[src/rtl/seq_divider_pkg.sv]
// Shared types and default sizing for the sequential restoring divider.
// Optional SEQ_DIVIDER_EARLY_EXIT_EN build skips leading-zero iterations.
package div_pkg;

    localparam int DIV_DW = 8;
    localparam int DIV_VW = 4;
    localparam int DIV_CW = $clog2(DIV_DW + 1);

    typedef enum logic [1:0] {
        IDLE = 2'd0,
        RUN  = 2'd1,
        DONE = 2'd2
    } state_t;

    // Iteration counter must be able to hold the full dividend width.
    function automatic int cnt_width(input int dw);
        return $clog2(dw + 1);
    endfunction

endpackage

[src/rtl/seq_divider_if.sv]
// Start/done request and result bundle between a requester and seq_divider.
interface seq_divider_if
    import div_pkg::*;
#(
    parameter int DW = DIV_DW,
    parameter int VW = DIV_VW
) ();

    logic          start;
    logic [DW-1:0] dividend;
    logic [VW-1:0] divisor;
    logic          busy;
    logic          done;
    logic [DW-1:0] quotient;
    logic [VW-1:0] remainder;
    logic          div_zero;

    modport master (
        output start,
        output dividend,
        output divisor,
        input  busy,
        input  done,
        input  quotient,
        input  remainder,
        input  div_zero
    );

    modport slave (
        input  start,
        input  dividend,
        input  divisor,
        output busy,
        output done,
        output quotient,
        output remainder,
        output div_zero
    );

endinterface

[src/rtl/seq_divider_lzc.sv]
// Leading-zero count of the dividend; used only by the early-exit build
// (SEQ_DIVIDER_EARLY_EXIT_EN) to size and pre-align the iteration.
module div_lzc
    import div_pkg::*;
#(
    parameter int DW = DIV_DW,
    localparam int CW = cnt_width(DW)
) (
    input  logic [DW-1:0] value,
    output logic [CW-1:0] count
);

    // any_above[i] is set when some bit at or above position i is set.
    logic [DW:0] any_above;

    assign any_above[DW] = 1'b0;

    generate
        for (genvar gi = 0; gi < DW; gi++) begin : g_scan
            assign any_above[gi] = any_above[gi+1] | value[gi];
        end
    endgenerate

    always_comb begin
        count = '0;
        for (int i = 0; i < DW; i++) begin
            count = count + CW'(!any_above[i]);
        end
    end

endmodule

[src/rtl/seq_divider.sv]
// Multi-cycle unsigned restoring divider, one quotient bit per clock.
// Define SEQ_DIVIDER_EARLY_EXIT_EN to skip the dividend's leading zeros.
module seq_divider
    import div_pkg::*;
#(
    parameter int DW = DIV_DW,
    parameter int VW = DIV_VW
) (
    input  logic          clk,
    input  logic          rst,
    seq_divider_if.slave  bus
);

    localparam int CW = cnt_width(DW);

    state_t        state_reg;
    logic [DW-1:0] dq_reg;
    logic [VW-1:0] rem_reg;
    logic [VW-1:0] dvs_reg;
    logic [CW-1:0] cnt_reg;
    logic          busy_reg;
    logic          done_reg;
    logic [DW-1:0] quo_reg;
    logic [VW-1:0] rmd_reg;
    logic          dz_reg;

    logic [DW-1:0] load_dq;
    logic [CW-1:0] load_cnt;

`ifdef SEQ_DIVIDER_EARLY_EXIT_EN
    logic [CW-1:0] lead_zeros;

    div_lzc #(.DW(DW)) u_lzc (
        .value (bus.dividend),
        .count (lead_zeros)
    );

    // A zero dividend still runs one iteration so the result path is shared.
    assign load_dq  = bus.dividend << lead_zeros;
    assign load_cnt = (lead_zeros == CW'(DW)) ? CW'(1) : CW'(DW) - lead_zeros;
`else
    assign load_dq  = bus.dividend;
    assign load_cnt = CW'(DW);
`endif

    // The shifted partial remainder needs VW+1 bits; after restoring it fits in VW.
    logic [VW:0]   rem_shift;
    logic          rem_ge;
    logic [VW-1:0] rem_next;
    logic [DW-1:0] dq_next;

    always_comb begin
        rem_shift = {rem_reg, dq_reg[DW-1]};
        rem_ge    = (rem_shift >= {1'b0, dvs_reg});
        rem_next  = rem_ge ? VW'(rem_shift - {1'b0, dvs_reg}) : rem_shift[VW-1:0];
        dq_next   = {dq_reg[DW-2:0], rem_ge};
    end

    always_ff @(posedge clk or negedge rst) begin
        if (!rst) begin
            state_reg <= IDLE;
            dq_reg    <= '0;
            rem_reg   <= '0;
            dvs_reg   <= '0;
            cnt_reg   <= '0;
            busy_reg  <= 1'b0;
            done_reg  <= 1'b0;
            quo_reg   <= '0;
            rmd_reg   <= '0;
            dz_reg    <= 1'b0;
        end else begin
            done_reg <= 1'b0;
            case (state_reg)
                IDLE, DONE: begin
                    if (bus.start) begin
                        dvs_reg <= bus.divisor;
                        if (bus.divisor == '0) begin
                            state_reg <= DONE;
                            done_reg  <= 1'b1;
                            quo_reg   <= '1;
                            rmd_reg   <= '0;
                            dz_reg    <= 1'b1;
                        end else begin
                            state_reg <= RUN;
                            busy_reg  <= 1'b1;
                            dq_reg    <= load_dq;
                            rem_reg   <= '0;
                            cnt_reg   <= load_cnt;
                        end
                    end else begin
                        state_reg <= IDLE;
                    end
                end
                RUN: begin
                    dq_reg  <= dq_next;
                    rem_reg <= rem_next;
                    cnt_reg <= cnt_reg - CW'(1);
                    if (cnt_reg == CW'(1)) begin
                        state_reg <= DONE;
                        busy_reg  <= 1'b0;
                        done_reg  <= 1'b1;
                        quo_reg   <= dq_next;
                        rmd_reg   <= rem_next;
                        dz_reg    <= 1'b0;
                    end
                end
                default: begin
                    state_reg <= IDLE;
                    busy_reg  <= 1'b0;
                end
            endcase
        end
    end

    assign bus.busy      = busy_reg;
    assign bus.done      = done_reg;
    assign bus.quotient  = quo_reg;
    assign bus.remainder = rmd_reg;
    assign bus.div_zero  = dz_reg;

endmodule
[src/flat_wrapper.sv]
// flat-port wrapper written by rule: the top's interface ports become plain ports
module seq_divider_flat import div_pkg::*;
#(
    parameter int DW = DIV_DW,
    parameter int VW = DIV_VW
)
  (clk, rst, bus_start, bus_dividend, bus_divisor, bus_busy, bus_done, bus_quotient, bus_remainder, bus_div_zero);
  seq_divider_if #(.DW(DW), .VW(VW)) bus_i ();
  input  logic clk;
  input  logic rst;
  input wire logic [$bits(bus_i.start)-1:0] bus_start;
  input wire logic [$bits(bus_i.dividend)-1:0] bus_dividend;
  input wire logic [$bits(bus_i.divisor)-1:0] bus_divisor;
  output wire logic [$bits(bus_i.busy)-1:0] bus_busy;
  output wire logic [$bits(bus_i.done)-1:0] bus_done;
  output wire logic [$bits(bus_i.quotient)-1:0] bus_quotient;
  output wire logic [$bits(bus_i.remainder)-1:0] bus_remainder;
  output wire logic [$bits(bus_i.div_zero)-1:0] bus_div_zero;
  assign bus_i.start = bus_start;
  assign bus_i.dividend = bus_dividend;
  assign bus_i.divisor = bus_divisor;
  assign bus_busy = bus_i.busy;
  assign bus_done = bus_i.done;
  assign bus_quotient = bus_i.quotient;
  assign bus_remainder = bus_i.remainder;
  assign bus_div_zero = bus_i.div_zero;
  seq_divider #(.DW(DW), .VW(VW)) u_core (.clk(clk), .rst(rst), .bus(bus_i));
endmodule
[config.mk]
export PLATFORM = sky130hd
export DESIGN_NAME = seq_divider_flat
export DESIGN_NICKNAME = d
export VERILOG_FILES = /design/src/rtl/seq_divider_pkg.sv /design/src/rtl/seq_divider_if.sv /design/src/rtl/seq_divider_lzc.sv /design/src/rtl/seq_divider.sv /design/src/flat_wrapper.sv
export SDC_FILE = /design/constraint.sdc
export NUM_CORES = 1
export LEC_CHECK = 0
export BUFFER_PORTS_ARGS = -buffer_cell sky130_fd_sc_hd__buf_2
export CAP_MARGIN = 20
export CORE_ASPECT_RATIO = 0.75
export CORE_MARGIN = 2
export CORE_UTILIZATION = 30
export CTS_BUF_LIST = sky130_fd_sc_hd__clkbuf_4 sky130_fd_sc_hd__clkbuf_8
export DETAILED_ROUTE_END_ITERATION = 8
export HOLD_SLACK_MARGIN = 0.03
export PLACE_DENSITY = 0.45
export SYNTH_ARGS = -nofsm -noshare
export SYNTH_HDL_FRONTEND = slang
export SYNTH_SLANG_ARGS = --single-unit
[constraint.sdc]
create_clock -name clk -period 2 [get_ports clk]
set_input_delay 0.3 -clock clk [delete_from_list [all_inputs] [get_ports clk]]
set_output_delay 0.3 -clock clk [all_outputs]
set_load 0.01 [all_outputs]
==> key figures <==
Detailed routing
  • WL final: 4180 um
  • Via count: 1328
  • ANT nets after route: 0
  • Avg WL per Cell: 14.9 um
  • DRC viols: 0
  • Via-per-instance ratio: 4.74
  • DRT iter0 DRCs: 46
  • DR pass1 iterations: 4

Critical path
  • Worst path top cell family by delay: compound AO/OA/AOI/OAI gates
  • Max stage delay on crit path: 0.41 ns
  • Worst Path Required: 2.17 ns
  • CP max FO: 3
  • Kind of critical path: flip-flop to flip-flop
  • Buffers & Inverters on Critical Path: 1
  • Critical Path Sink Type: flip-flop
  • CP max stage cell: dfrtp_1
  • WP data arrival: 2.03 ns
  • Crit path cell chain: inv_1, ha_1, nand3b_1, a211o_1, o211ai_1, o31a_1, mux2_2
  • Critical path startpoint category: flip-flop

Global route
  • Global-route wire length before repair: 7180 um
  • Total gr overflow: 0
  • Initial antenna violation count: 0
  • Overall Global Routing Usage: 14.6%
  • Vias in the first global route: 1441
  • Pin count of the biggest net entering global routing: 25

Clock network
  • Maximum clock path buffer count: 2
  • CTS tree: built
  • CTS sink cnt: 37
  • Cts bufs inserted: 5
  • Clk Latency, worst-skew pair: 0.29 ns
  • Clk pin slew, worst setup/hold paths: 0.07 ns
  • Clock Tree Root: clkbuf_8
  • H-tree levels: 2

Logic synthesis
  • Post-synthesis sequential area ratio: 52.9%
  • Net Count, Synth: 184
  • Synth Register Bits: 37
  • Synth warn: 0
  • Cells after Synth: 162
  • Synth unique cells: 41
  • Avg Cell Area, Syn: 10.8 sq um
  • Syn Std Cell Area: 1750 sq um

Final layout
  • # diodes: 0
  • Final cell count without fillers: 280
  • Area Growth Syn to Fin: 21.9%
  • # nets final: 225
  • Final core utilization: 37.2%
  • Most common cell after layout, fill and taps aside: dfrtp_1
  • Fraction of layout cells with a size suffix above 1: 31.7%
  • Commonest non-fill, non-tap cells in the layout: dfrtp_1, buf_2, nand2_1

STA
  • RSZ-0062 raised after global routing: no
  • Setup_tns: 0 ns
  • Min Hold Slack: 0.259 ns
  • Normalized max-slew margin: 51.3%
  • Final setup vio count: 0
  • Final Max Tran Viols: 0
  • Worst-Margin Slew: 0.729 ns
  • Final worst slack: 0.143 ns
  • Fin crit period: 1.86 ns
  • Final Cycle Share: 92.9%
  • F_max: 0.538 GHz
  • Final Hold Vio Count: 0
  • Clock skew: 0.00317 ns

Place
  • Hpwl dp: 3010 um
  • Placed cells: 271
  • IO buf count: 29
  • Final Wtd Congestion: 0.763
  • Pre-CTS setup slack: 0.0470 ns

Die
  • Die Y: 70.1 um
  • Top-level port count: 30
  • Die area: 6460 sq um
  • Row count: 24
  • Core area: 5740 sq um
  • Initial Util: 30.5%
  • Die Width: 92.2 um

Worst hold path
  • Min-delay worst type: primary input to flip-flop

Power
  • Worst vdd ir: 0.529 mV
  • Pwr Density: 1760 nW/um^2
  • Lkg Pwr: 0.971 nW

Run status
  • Status: completed

Job
  • Maxcap violations: 0
what timing repair did:
action,CTS,global route
endpoints found under the setup margin,0,8
hold buffers,1,0
hold endpoints to repair,22,0
resized for setup,0,2
setup buffers,0,2
synth_stat cells, drive strengths merged:
| library cell | count | area, sq um |
|---|---|---|
| dfrtp | 37 | 926 |
| nand2 | 21 | 78.8 |
| inv | 11 | 41.3 |
| nor2 | 11 | 41.3 |
| o21ai | 9 | 56.3 |
| a31oi | 8 | 56.3 |
| mux2 | 7 | 78.8 |
| o22a | 7 | 61.3 |
| ha | 6 | 75.1 |
| buf | 5 | 42.5 |
| nand3 | 5 | 25.0 |
| clkbuf | 4 | 15.0 |
| a21oi | 3 | 18.8 |
| nand2b | 3 | 21.3 |
| nor2b | 3 | 18.8 |
| o22ai | 3 | 18.8 |
| xnor2 | 2 | 17.5 |
| a211o | 1 | 8.76 |
| a21boi | 1 | 11.3 |
| a31o | 1 | 8.76 |
| and3 | 1 | 6.26 |
| and4 | 1 | 8.76 |
| fa | 1 | 20.0 |
| mux2i | 1 | 10.0 |
| nand3b | 1 | 7.51 |
| nand4b | 1 | 8.76 |
| nor3b | 1 | 7.51 |
| nor4 | 1 | 6.26 |
| o211ai | 1 | 7.51 |
| o21a | 1 | 7.51 |
| o31a | 1 | 8.76 |
| o32ai | 1 | 8.76 |
| or4 | 1 | 11.3 |
| xor2 | 1 | 8.76 |
routing by layer:
| metal | track usage, % | wire length, um |
|---|---|---|
| met5 | 0 | 0 |
| met1 | 19.6 | 2070 |
| met2 | 22.6 | 1880 |
| met4 | 4.98 | 51 |
| met3 | 4.21 | 185 |
final timing paths:
path                                      from  slack (ns)  cells after the start                       to
setup reg to reg             u_core.dvs_reg[1]        0.14                      7  u_core.bus.remainder[3]
max in group asynchronous                  rst        0.94                      3   u_core.bus.quotient[6]
min in group asynchronous                  rst        0.53                      2        u_core.rem_reg[0]
hold reg to reg            u_core.bus.div_zero        0.49                      1      u_core.bus.div_zero
setup / recovery             u_core.dvs_reg[1]        0.14                      7  u_core.bus.remainder[3]
hold / removal                  bus_divisor[2]        0.26                      2        u_core.dvs_reg[2]
worst reg2reg max path: cells and delay by family (launching register included):
kind	cells	cell delay [ns]
fa+ha+maj	1	0.30
flops	1	0.41
simple gates	1	0.13
buf+inv	1	0.06
compound gates	3	0.55
mux	1	0.27
through the flow:
stage / cell area (sq um) / total power [mW]
floorplan: 1750 / 2.60
global placement: 2020 / 3.10
detailed placement: 2020 / 3.18
CTS: 2100 / 3.68
global route: 2130 / 4.10
finish: 2130 / 3.74
power breakdown:
group	switching, mW	total [mW]	internal [mW]
Combinational	0.980	1.91	0.928
Clock	0.255	0.484	0.229
Sequential	0.244	1.35	1.11
Total	1.48	3.74	2.26
layout make-up:
cell class,count,area (sq um)
Clock buffer,5,68.8
Clock inverter,1,5.00
Fill cell,591,3600
Inverter,11,41.3
Multi-Input combinational cell,105,741
Sequential cell,37,926
Tap cell,78,97.6
Timing Repair Buffer,43,253
logic make-up (layout without fill, tap and decap cells):
| logic type | after synthesis | count (layout) | share of synthesized area [%] |
|---|---|---|---|
| flip-flops | 37 | 37 | 52.9 |
| AO/OA/AOI/OAI | 37 | 37 | 15.6 |
| adder cells (fa/ha/maj) | 7 | 7 | 5.44 |
| AND/OR/NAND/NOR | 50 | 50 | 13.8 |
| multiplexers | 8 | 8 | 5.08 |
| buffers and inverters | 20 | 60 | 5.65 |
| XOR/XNOR | 3 | 3 | 1.50 |
(Power assumes the default switching activity.)
